<file path="config.mk">
export PLATFORM = sky130hd
export DESIGN_NAME = adder_accum_seq
export DESIGN_NICKNAME = d
export VERILOG_FILES = /design/src/rtl/adder_accum_seq.sv
export SDC_FILE = /design/constraint.sdc
export NUM_CORES = 1
export LEC_CHECK = 0
export BUFFER_PORTS_ARGS = -buffer_cell sky130_fd_sc_hd__buf_2
export CAP_MARGIN = 20
export CORE_MARGIN = 2
export CORE_UTILIZATION = 47
export DETAILED_ROUTE_END_ITERATION = 6
export PLACE_DENSITY = 0.77
export SLEW_MARGIN = 20
export SYNTH_ARGS = -nofsm -noshare
export SYNTH_HDL_FRONTEND = slang
export SYNTH_SLANG_ARGS = --single-unit
</file>
<file path="constraint.sdc">
create_clock -name clk -period 1.8 [get_ports clk]
set_input_delay 0.27 -clock clk [delete_from_list [all_inputs] [get_ports clk]]
set_output_delay 0.27 -clock clk [all_outputs]
set_load 0.01 [all_outputs]
</file>
<file path="src/rtl/adder_accum_seq.sv">
// Operand feeder and running-sum accumulator wrapped around an external 6-bit combinational adder.
// Optional saturation of the running sum: define ADDER_ACCUM_SAT_EN.
module adder_accum_seq #(
    parameter int unsigned MAX_TERMS = 8
) (
    input  logic       clk,
    input  logic       rst_n,
    input  logic       in_valid,
    output logic       in_ready,
    input  logic [5:0] in_data,
    input  logic       in_last,
    output logic [5:0] add_x,
    output logic [5:0] add_y,
    input  logic [5:0] add_s,
    input  logic       add_ov,
    output logic       res_valid,
    input  logic       res_ready,
    output logic [5:0] res_data,
    output logic       res_ovf,
    output logic       res_trunc
);

    localparam int unsigned DW = 6;
    localparam int unsigned CW = $clog2(MAX_TERMS + 1);

    typedef enum logic [1:0] {
        ACCEPT = 2'd0,
        ADD    = 2'd1,
        DONE   = 2'd2
    } state_t;

    state_t          state, state_next;
    logic [DW-1:0]   acc, acc_next;
    logic [DW-1:0]   op, op_next;
    logic [CW-1:0]   cnt, cnt_next;
    logic            ovf, ovf_next;
    logic            trunc, trunc_next;
    logic            last_q, last_next;

    // State and datapath registers; handshake flags registered from the next state
    always_ff @(posedge clk or negedge rst_n) begin
        if (!rst_n) begin
            state     <= ACCEPT;
            acc       <= '0;
            op        <= '0;
            cnt       <= '0;
            ovf       <= 1'b0;
            trunc     <= 1'b0;
            last_q    <= 1'b0;
            in_ready  <= 1'b1;
            res_valid <= 1'b0;
        end else begin
            state     <= state_next;
            acc       <= acc_next;
            op        <= op_next;
            cnt       <= cnt_next;
            ovf       <= ovf_next;
            trunc     <= trunc_next;
            last_q    <= last_next;
            in_ready  <= (state_next == ACCEPT);
            res_valid <= (state_next == DONE);
        end
    end

    // Next-state and datapath update
    always_comb begin
        state_next = state;
        acc_next   = acc;
        op_next    = op;
        cnt_next   = cnt;
        ovf_next   = ovf;
        trunc_next = trunc;
        last_next  = last_q;
        case (state)
            ACCEPT: begin
                if (in_valid && in_ready) begin
                    op_next    = in_data;
                    last_next  = in_last;
                    state_next = ADD;
                end
            end
            ADD: begin
`ifdef ADDER_ACCUM_SAT_EN
                acc_next = (add_ov || ovf) ? {DW{1'b1}} : add_s;
`else
                acc_next = add_s;
`endif
                ovf_next = ovf | add_ov;
                cnt_next = cnt + CW'(1);
                if (last_q) begin
                    state_next = DONE;
                end else if (cnt == CW'(MAX_TERMS - 1)) begin
                    trunc_next = 1'b1;
                    state_next = DONE;
                end else begin
                    state_next = ACCEPT;
                end
            end
            DONE: begin
                if (res_ready) begin
                    acc_next   = '0;
                    op_next    = '0;
                    cnt_next   = '0;
                    ovf_next   = 1'b0;
                    trunc_next = 1'b0;
                    state_next = ACCEPT;
                end
            end
            default: state_next = ACCEPT;
        endcase
    end

    assign add_x     = acc;
    assign add_y     = op;
    assign res_data  = acc;
    assign res_ovf   = ovf;
    assign res_trunc = trunc;

endmodule

</file>
==> results of run 1 <==
## placed cells by master, fill, tap and decap left out, types with 2 or more instances in the layout
cell type  count
a21oi_1       10
a22o_1         7
buf_2         39
buf_4          3
clkbuf_4       3
dfrtp_1       22
mux2_2         2
nand2_1       12
nand2b_1       3
nor2_1         3
o22ai_1        9
## state kept, by name (all words and copies together) (netlist names), 2 cells and up
signal and flops:
add_y 6, state 2, cnt 4, add_x 6
## power breakdown
part | internal (W) | switching, W
clock network | 0.0000829 | 0.000154
logic | 0.000550 | 0.000564
registers | 0.000772 | 0.000233
## path summary, 6_finish.rpt
check	from	endpoint	slack [ps]
max in group asynchronous	rst_n	in_ready$_DFF_PN1_	1000
min in group asynchronous	rst_n	add_x[2]$_DFFE_PN0P_	440
min	in_data[0]	add_y[0]$_DFFE_PN0P_	180
min reg2reg	add_y[0]$_DFFE_PN0P_	add_y[0]$_DFFE_PN0P_	510
max	state[1]$_DFF_PN0_	last_q$_DFFE_PN0P_	360
max reg2reg	state[1]$_DFF_PN0_	last_q$_DFFE_PN0P_	360
## cells in the mapped netlist
| cell type | n | share of area, % |
|---|---|---|
| a21boi_0 | 1 | 0.71 |
| dfstp_2 | 1 | 2.5 |
| ha_1 | 1 | 1.2 |
| clkbuf_1 | 1 | 0.35 |
| nor2b_1 | 1 | 0.59 |
| a22o_1 | 7 | 5.8 |
| a21oi_1 | 10 | 4.7 |
| nor4bb_4 | 1 | 2.4 |
| nor2b_4 | 1 | 1.3 |
| o22ai_1 | 9 | 5.3 |
| o22a_1 | 1 | 0.83 |
| buf_2 | 1 | 0.47 |
| dfrtp_1 | 22 | 52 |
| buf_6 | 1 | 1.1 |
| a211oi_1 | 1 | 0.71 |
| nand2b_1 | 3 | 1.8 |
| nand2_1 | 12 | 4.3 |
| a311oi_1 | 1 | 0.83 |
| nor2_1 | 3 | 1.1 |
| a221oi_1 | 1 | 0.83 |
| o21ai_0 | 1 | 0.47 |
| and3_1 | 1 | 0.59 |
| buf_4 | 9 | 6.4 |
| o21ba_2 | 1 | 0.95 |
| nand3b_1 | 1 | 0.71 |
| mux2_2 | 2 | 2.1 |
## cell type report
class	instances	area, µm²	area share [%]
clock buffer	3	22.5	1.79
multi-input combinational	59	393	31.2
tap	28	35.0	2.78
clock inverter	1	5.00	0.397
timing repair buffer	43	228	18.1
sequential	23	577	45.8
## kinds of logic (layout without fill, tap and decap cells)
logic type,count (synthesis),count (layout),share of synthesized area (%)
muxes,2,2,2.13
adders and majority gates,1,1,1.18
buffers and inverters,12,47,8.28
AOI/OAI and AO/OA,33,33,21.2
DFF,23,23,54.6
and+or+nand+nor,23,23,12.7
## metrics by stage
| stage | cells | power (W) | hold WS [ps] | util (%) |
|---|---|---|---|---|
| finish | 157 | 0.00236 | 176 | 58.1 |
| global route | 157 | 0.00256 | 163 | 58.1 |
| detailed placement | 152 | 0.00214 | 271 | 56.3 |
| CTS | 157 | 0.00238 | 167 | 58.1 |
| floorplan | 94 | 0.00184 | -25.6 | - |
| global placement | 152 | 0.00208 | 262 | 56.3 |
## per-layer routing
metal	track usage [%]	wire, µm
met1	23.8	920
met2	30.1	1080
met3	4.09	110
met4	7.89	27
met5	0	0
## timing repair
action                                  CTS  global route
endpoints found under the setup margin    0             0
setup buffers                             0             0
hold endpoints to repair                 22             0
hold buffers                              1             0
==> summary.txt, run 1 <==
Clocking
  – CTS resizes: 0
  – H-tree levels: 1
  – Clk Latency, worst-skew pair: a little over 300 ps
  – # clock sinks: 23
  – CTS Buf Count: 3
  – Clk pin slew, worst setup/hold paths: between 100 and 150 ps
  – CTS tree: built
  – CTS Buffer Depth: 2
  – Root Buffer Master: clkbuf_4

Final layout
  – Final #Nets: 149
  – Layout cell share with drive strength beyond 1: about two fifths
  – # fillers: 198
  – P&R area growth vs syn: 19.2%
  – # diodes: 0
  – Post-route cell area: between 1000 and 1500 µm²

Worst setup path
  – Setup CP Type: reg2reg
  – CP max-delay cell: dfrtp_1
  – WP depth: 2
  – CP cell instances: nor4bb_4 -> mux2_2
  – CP max stage delay: ~530 ps
  – Crit-path leading delay family: flip-flops
  – Worst Path Required: about 2000 ps
  – Crit start category: flop
  – CP Data Arrival Time: 1650 ps
  – Reg2Reg Depth: 2
  – Worst Path Max Fanout: 10
  – Worst setup EP type: flop
  – Worst Path Buf+Inv: 0

STA
  – Final WS setup: 358 ps
  – Tmin final: approximately 1400 ps
  – Worst Skew: approximately 4 ps
  – Worst Tran Pin Value: just under 500 ps
  – Fin crit share: between 80% and 90%
  – Final Hold Fails: 0
  – Slew headroom: about two thirds
  – RSZ-0062 raised after global routing: no
  – Setup TNS Final: 0 ps
  – Endpoints failing setup: 0
  – F_max: between 600 and 700 MHz
  – Slew Viols, Final: 0

Place
  – Placed instance area: 1220 µm²
  – RePlAce Congestion: between 0.8 and 0.9
  – Dpl ws: 378 ps
  – HPWL after detailed placement: 1.62 mm
  – Port Buf Inserts: 39

Run status
  – Status: completed

Drt
  – Drt pass-1 iters: 4
  – DRT antenna net count: 0
  – DRC Markers: 0
  – Drt initial violations: 12
  – Final wirelength: 2.14 mm
  – Via density: between 5 and 6
  – Post-DR wirelength/cell: about 14 µm
  – Vias: 838

Floorplan
  – IO Pins: 40
  – Core area: 2170 µm²
  – Starting density of the core: 48.7%
  – Die Wd: slightly above 50 µm
  – Die area: 2650 µm²
  – Die height: slightly above 50 µm
  – Row count: 17

Synthesis
  – Synth Area per Inst: 11.2 µm²
  – Mapped cell area: about 1100 µm²
  – Synth Instances: 94
  – Syn Nets: 113
  – Synth Register Bits: 23
  – Sequential fraction of the synthesis area: 54.6%
  – Yosys cell types: 26
  – Total of warnings raised by yosys: 0

Min path
  – HP Class: in2reg
  – Hold depth: 2

Global routing
  – Largest net degree at the start of global routing: 24
  – Initial antenna violation count: 0
  – First-pass GRT wire length: roughly 3.6 mm
  – Aggregate global-route resource usage: 18.5%
  – Vias in the first global route: roughly 850
  – Congestion Overflow GR: 0

Power
  – Leak: about 0.63 nW
  – Worst vdd ir: 895 µV
  – Pwr Density: ~1900 nW/µm²

Run
  – Max cap viols: 0
Note: power is estimated with default switching activity, not from simulation.
==> run 2, diff against run 1 <==
--- a/config.mk
+++ b/config.mk
@@ -8,9 +8,9 @@
 export BUFFER_PORTS_ARGS = -buffer_cell sky130_fd_sc_hd__buf_2
 export CAP_MARGIN = 20
 export CORE_MARGIN = 2
-export CORE_UTILIZATION = 47
+export CORE_UTILIZATION = 43
 export DETAILED_ROUTE_END_ITERATION = 6
-export PLACE_DENSITY = 0.77
+export PLACE_DENSITY = 0.74
 export SLEW_MARGIN = 20
 export SYNTH_ARGS = -nofsm -noshare
 export SYNTH_HDL_FRONTEND = slang
==> constraint.sdc (replaced) <==
create_clock -name clk -period 1.2 [get_ports clk]
set_input_delay 0.18 -clock clk [delete_from_list [all_inputs] [get_ports clk]]
set_output_delay 0.18 -clock clk [all_outputs]
set_load 0.01 [all_outputs]
==> run 2 against run 1 <==
  * The run now ends with setup timing left
  * Total power grew 87%
  * Register-to-register slack got worse by 460 ps
  * Maximum frequency grew 11%
  * Highest routed layer unchanged
==> summary.txt, run 2 (synthesis gave the netlist of run 1 again) <==
Run status
  – Status: finished, violations left (was completed)
  – Failing checks: setup timing

Final layout
  – Reg area: 577 µm² (unchanged)
  – # fillers: 157 (was 198)
  – Multi-input logic area: 509 µm² (was 393 µm²)
  – # diodes: 0 (unchanged)
  – Non-Filler Instances: 169 (was 157)
  – Most common cell after layout, fill and taps aside: buf_2 (unchanged)
  – Layout cell share with drive strength beyond 1: 58.9% (was 40.3%)
  – Most frequent cells in the layout: buf_2, dfrtp_1, nand2_1 (unchanged)
  – P&R area growth vs syn: 41.8% (was 19.2%)
  – Final #Nets: 161 (was 149)

Worst setup path
  – Crit. Startpoint: in_ready$_DFF_PN1_ (was state[1]$_DFF_PN0_)
  – Crit start category: flop (unchanged)
  – Worst Path Max Fanout: 3 (was 10)
  – Worst setup EP type: flop (unchanged)
  – FF-to-FF Start: in_ready$_DFF_PN1_ (was state[1]$_DFF_PN0_)
  – Reg2Reg Depth: 3 (was 2)
  – Worst Path Required: 1410 ps (was 2010 ps)
  – CP Data Arrival Time: 1510 ps (was 1650 ps)
  – Setup CP Type: reg2reg (unchanged)

Power
  – Comb power frac: 58.0% (was 47.3%)
  – Internal power: 0.00262 W (was 0.00141 W)
  – Switching power total: 0.00179 W (was 0.000951 W)
  – Leak: 0.734 nW (was 0.631 nW)
  – Post-layout total power: 0.00441 W (was 0.00236 W)
  – Worst vdd ir: 1540 µV (was 895 µV)
  – Sequential share of power: 33.6% (was 42.7%)
  – Pwr Density: 2940 nW/µm² (was 1870 nW/µm²)
  – Switching Share: 40.5% (was 40.3%)
  – Clock share of power: 8.4% (was 10.0%)

Drt
  – Via density: 5.40 (was 5.34)
  – DRC Markers: 0 (unchanged)
  – Final wirelength: 2.76 mm (was 2.14 mm)
  – Vias: 912 (was 838)
  – DRT antenna net count: 0 (unchanged)
  – Post-DR wirelength/cell: 16.3 µm (was 13.6 µm)
  – Drt initial violations: 14 (was 12)
  – Drt pass-1 iters: 6 (was 4)

Floorplan
  – Row count: 17 (unchanged)
  – Die height: 53.6 µm (was 51.4 µm)
  – Die area: 2870 µm² (was 2650 µm²)
  – IO Pins: 40 (unchanged)
  – Die Wd: 53.6 µm (was 51.4 µm)
  – Core area: 2280 µm² (was 2170 µm²)
  – Starting density of the core: 46.5% (was 48.7%)

STA
  – Worst Tran Pin Value: 512 ps (was 494 ps)
  – RSZ-0062 raised after global routing: yes (was no)
  – Slew Viols, Final: 0 (unchanged)
  – Slew headroom: 65.8% (was 67.1%)
  – F_max: 769 MHz (was 694 MHz)
  – Worst Skew: 5.18 ps (was 3.90 ps)
  – Fin crit share: 108% (was 80.1%)
  – Tmin final: 1300 ps (was 1440 ps)
  – Endpoints failing setup: 8 (was 0)
  – Final Hold Fails: 0 (unchanged)
  – Final WS setup: -101 ps (was 358 ps)

Place
  – Dpl ws: -99.8 ps (was 378 ps)
  – RePlAce Congestion: 0.777 (was 0.821)
  – Port Buf Inserts: 39 (unchanged)
  – HPWL after detailed placement: 1.70 mm (was 1.62 mm)
  – Placed cell count: 157 (was 152)

Global routing
  – Vias in the first global route: 892 (was 847)
  – Largest net degree at the start of global routing: 24 (unchanged)
  – Congestion Overflow GR: 0 (unchanged)
  – Aggregate global-route resource usage: 20.0% (was 18.5%)
  – First-pass GRT wire length: 4.17 mm (was 3.61 mm)
  – Initial antenna violation count: 0 (unchanged)

Clocking
  – CTS Buffer Depth: 2 (unchanged)
  – Root Buffer Master: clkbuf_4 (unchanged)
  – CTS Buf Count: 3 (unchanged)
  – # clock sinks: 23 (unchanged)
  – CTS tree: built (unchanged)
  – Clk Latency, worst-skew pair: 310 ps (about the same)
  – H-tree levels: 1 (unchanged)
  – Clk pin slew, worst setup/hold paths: 130 ps (was 120 ps)

Min path
  – Hold depth: 2 (unchanged)
  – Min-delay src: in_data[2] (was in_data[0])
  – HP Class: in2reg (unchanged)

Run
  – Max cap viols: 0 (unchanged)
==> run 2: cell count changes in the layout (fill, tap and decap cells not counted), moves of 2 or more <==
cell and delta:
nand2b_1 -2, o22ai_1 -7, o22ai_2 +5, a21oi_1 -5
o22ai_4 +2, buf_4 +6, buf_6 +6, nand2b_4 +2
a21oi_2 +5
==> run 2: layout make-up <==
cell class,count,area share (%)
Tap cell,28,2.34
Clock inverter,1,0.334
Timing Repair Buffer,55,23.4
Multi-Input combinational cell,59,34.0
Sequential cell,23,38.5
Clock buffer,3,1.50
==> run 2: layer usage <==
layer	wire length (µm)	GRT usage (%)
met2	1490	32.9
met1	1200	27.6
met5	0	0
met4	11	5.98
met3	54	2.78
==> run 2: critical path: stages, from the launching register on <==
cell and delay, ps:
dfstp_2 550, nor4bb_4 180, buf_4 180, mux2_4 290
==> run 2: power by group through the flow <==
stage	registers [W]	clock network, W	logic, W
finish	0.00148	0.000370	0.00256
global route	0.00153	0.000403	0.00276
CTS	0.00146	0.000364	0.00207
detailed placement	0.00146	0	0.00187
global placement	0.00143	0	0.00182
floorplan	0.00156	0	0.00121
==> run 2: what timing repair did <==
item,CTS,global route
hold buffers,1,0
gates resized for setup,7,25
endpoints found under the hold margin,22,0
pin swaps,1,5
gates cloned,0,1
setup endpoints to repair,20,22
buffers inserted,4,2
==> run 2: path summary, 6_finish.rpt <==
| path | endpoint | slack, ps |
|---|---|---|
| min | add_y[2]$_DFFE_PN0P_ | 80 |
| max | last_q$_DFFE_PN0P_ | -100 |
| min reg2reg | res_trunc$_DFFE_PN0P_ | 520 |
| max reg2reg | last_q$_DFFE_PN0P_ | -100 |
| min in group asynchronous | add_y[0]$_DFFE_PN0P_ | 350 |
| max in group asynchronous | in_ready$_DFF_PN1_ | 490 |
==> run 2: metrics by stage <==
step                      cell area, µm²  setup TNS [ps]  util, %  hold WS [ps]
after floorplan                     1060            -373        -          -116
after detailed placement            1260           -1010     55.5           184
final                               1500            -442     65.9          82.0
after global routing                1500           -1150     65.9          72.3
after global placement              1260            -492     55.5           173
after CTS                           1370            -319     60.1          87.3
==> run 3, diff against run 2 <==
--- a/config.mk
+++ b/config.mk
@@ -7,7 +7,7 @@
 export LEC_CHECK = 0
 export BUFFER_PORTS_ARGS = -buffer_cell sky130_fd_sc_hd__buf_2
 export CAP_MARGIN = 20
-export CORE_MARGIN = 2
+export CORE_MARGIN = 5
 export CORE_UTILIZATION = 43
 export DETAILED_ROUTE_END_ITERATION = 6
 export PLACE_DENSITY = 0.74
==> run 3 against run 2 <==
  * The run still ends with setup timing left
  * Global-route usage fell by 5.7 points
  * Sequential share of layout area rose by 2.6 points
  * Flip-flop and latch count did not move
  * Clock-buffer cell count did not move
  * Non-clock buffer count fell by 1
  * Cell area fell by 6.2%
  * Combinational power fell by 16%
  * Worst setup slack improved by 1.3 ps
  * Clock skew fell by 3.4 ps
  * Die area rose by 24%
  * Cell count rose by 0.59%
  * Sequential power fell by 3%
  * Critical path type unchanged
  * Critical endpoint unchanged
==> summary.txt, run 3 (synthesis gave the netlist of run 1 again) <==
Run status
  – Status: finished, violations left (unchanged)
  – Failing checks: setup timing (unchanged)

Global routing
  – Vias in the first global route: 907 (was 892)
  – Aggregate global-route resource usage: 14.3% (was 20.0%)
  – GR peak layer: met2 (unchanged)
  – Congestion Overflow GR: 0 (unchanged)
  – First-pass GRT wire length: 3.80 mm (was 4.17 mm)
  – Initial antenna violation count: 0 (unchanged)
  – Largest net degree at the start of global routing: 24 (unchanged)
  – Met2 usage in global routing: 24.3% (was 32.9%)
  – Met3 Use GR: 4.14% (was 2.78%)
  – Met1 Resource Use GR: 16.1% (was 27.6%)

Worst setup path
  – Worst setup EP type: flop (unchanged)
  – Reg2Reg Depth: 3 (unchanged)
  – Setup CP Type: reg2reg (unchanged)
  – CP Data Arrival Time: 1520 ps (was 1510 ps)
  – Worst Path Max Fanout: 4 (was 3)
  – Worst Path Required: 1420 ps (was 1410 ps)
  – Crit start category: flop (unchanged)

Final layout
  – Layout cell share with drive strength beyond 1: 50.7% (was 58.9%)
  – Most frequent cells in the layout: buf_2, dfrtp_1, nand2_1 (unchanged)
  – Reg area: 578 µm² (was 577 µm²)
  – P&R area growth vs syn: 33.0% (was 41.8%)
  – Post-Route Utilization: 58.4% (was 65.9%)
  – Final #Nets: 160 (was 161)
  – # fillers: 210 (was 157)
  – # diodes: 0 (unchanged)
  – Multi-input logic area: 435 µm² (was 509 µm²)
  – Most common cell after layout, fill and taps aside: buf_2 (unchanged)
  – Post-route cell area: 1410 µm² (was 1500 µm²)

STA
  – Final WS setup: -99.5 ps (was -101 ps)
  – Final hold slack: 77.4 ps (was 82.0 ps)
  – F_max: 770 MHz (was 769 MHz)
  – Slew headroom: 66.4% (was 65.8%)
  – Fin crit share: 108% (about the same)
  – Setup TNS Final: -504 ps (was -442 ps)
  – Final Hold Fails: 0 (unchanged)
  – Worst Tran Pin Value: 503 ps (was 512 ps)
  – Worst Skew: 1.78 ps (was 5.18 ps)
  – Endpoints failing setup: 10 (was 8)
  – RSZ-0062 raised after global routing: yes (unchanged)
  – Tmin final: 1300 ps (about the same)
  – Slew Viols, Final: 0 (unchanged)

Drt
  – DRT antenna net count: 0 (unchanged)
  – DRC Markers: 0 (unchanged)
  – Drt initial violations: 12 (was 14)
  – Post-DR wirelength/cell: 14.1 µm (was 16.3 µm)
  – Vias: 883 (was 912)
  – Final wirelength: 2.40 mm (was 2.76 mm)
  – Via density: 5.19 (was 5.40)
  – Drt pass-1 iters: 4 (was 6)

Floorplan
  – Die Wd: 59.6 µm (was 53.6 µm)
  – Die area: 3550 µm² (was 2870 µm²)
  – Row count: 18 (was 17)
  – Starting density of the core: 43.9% (was 46.5%)
  – IO Pins: 40 (unchanged)
  – Die height: 59.6 µm (was 53.6 µm)
  – Core area: 2410 µm² (was 2280 µm²)

Clocking
  – CTS Buf Count: 3 (unchanged)
  – CTS tree: built (unchanged)
  – # clock sinks: 23 (unchanged)
  – Clk pin slew, worst setup/hold paths: 120 ps (was 130 ps)
  – Root Buffer Master: clkbuf_4 (unchanged)
  – Clk Latency, worst-skew pair: 310 ps (about the same)
  – H-tree levels: 1 (unchanged)
  – CTS Buffer Depth: 2 (unchanged)

Power
  – Pwr Density: 2810 nW/µm² (was 2940 nW/µm²)
  – Comb power frac: 54.6% (was 58.0%)
  – Sequential share of power: 36.3% (was 33.6%)
  – Internal power: 0.00242 W (was 0.00262 W)
  – Worst vdd ir: 1320 µV (was 1540 µV)
  – Leak: 0.702 nW (was 0.734 nW)
  – Switching power total: 0.00154 W (was 0.00179 W)
  – Switching Share: 39.0% (was 40.5%)
  – Clock share of power: 9.1% (was 8.4%)
  – Post-layout total power: 0.00396 W (was 0.00441 W)

Place
  – RePlAce Congestion: 0.741 (was 0.777)
  – Placed instance area: 1280 µm² (was 1260 µm²)
  – Port Buf Inserts: 39 (unchanged)
  – HPWL after detailed placement: 1.69 mm (was 1.70 mm)

Min path
  – HP Class: in2reg (unchanged)
  – Hold depth: 2 (unchanged)

Run
  – Max cap viols: 0 (unchanged)
==> run 3: cell types whose count changed in the layout (fill, tap and decap cells not counted), sizes merged <==
cell  previous run  this run
buf             54        53
==> run 3: layer usage <==
| metal | wire length (µm) | vias up |
|---|---|---|
| li1 | - | 428 |
| met1 | 984 | 411 |
| met2 | 1120 | 39 |
| met3 | 260 | 5 |
| met4 | 42 | 0 |
| met5 | 0 | - |
==> run 3: cell type report <==
class | count | share of cell area (%)
Clock inverter | 1 | 0.356
Tap cell | 30 | 2.67
Multi-Input combinational cell | 59 | 31.0
Timing Repair Buffer | 54 | 23.3
Sequential cell | 23 | 41.1
Clock buffer | 3 | 1.60
==> run 3: worst paths after layout <==
path / startpoint / to / slack, ps
min in group asynchronous: rst_n / cnt[3]$_DFFE_PN0P_ / 360
hold reg to reg: add_y[3]$_DFFE_PN0P_ / add_y[3]$_DFFE_PN0P_ / 510
setup / recovery: in_ready$_DFF_PN1_ / last_q$_DFFE_PN0P_ / -100
setup reg to reg: in_ready$_DFF_PN1_ / last_q$_DFFE_PN0P_ / -100
max in group asynchronous: rst_n / state[1]$_DFF_PN0_ / 480
hold / removal: in_data[3] / add_y[3]$_DFFE_PN0P_ / 80
==> run 3: timing repair <==
| item | 4_1_cts | 5_1_grt |
|---|---|---|
| endpoints found under the setup margin | 22 | 16 |
| gates resized for setup | 7 | 6 |
| setup buffers | 2 | 2 |
| pin swaps | 1 | 4 |
| endpoints found under the hold margin | 22 | 0 |
| gates cloned | 0 | 0 |
| hold buffers | 1 | 0 |
==> run 3: metrics by stage <==
| step | setup slack, ps | std cells |
|---|---|---|
| floorplan | -121 | 94 |
| global placement | -72.5 | 161 |
| detailed placement | -116 | 161 |
| CTS | -93.5 | 168 |
| global route | -155 | 170 |
| finish | -99.5 | 170 |
==> run 3: critical path, cell delays in order (launching register included) <==
cell      delay [ps]
dfstp_2          550
nor4bb_4         180
buf_4            180
mux2_4           290
==> run 3: power by group through the flow <==
stage	clock (W)	sequential, W	combinational [W]
floorplan	0	0.00156	0.00121
global placement	0	0.00142	0.00187
detailed placement	0	0.00144	0.00192
CTS	0.000377	0.00144	0.00205
global route	0.000411	0.00149	0.00235
finish	0.000359	0.00144	0.00216
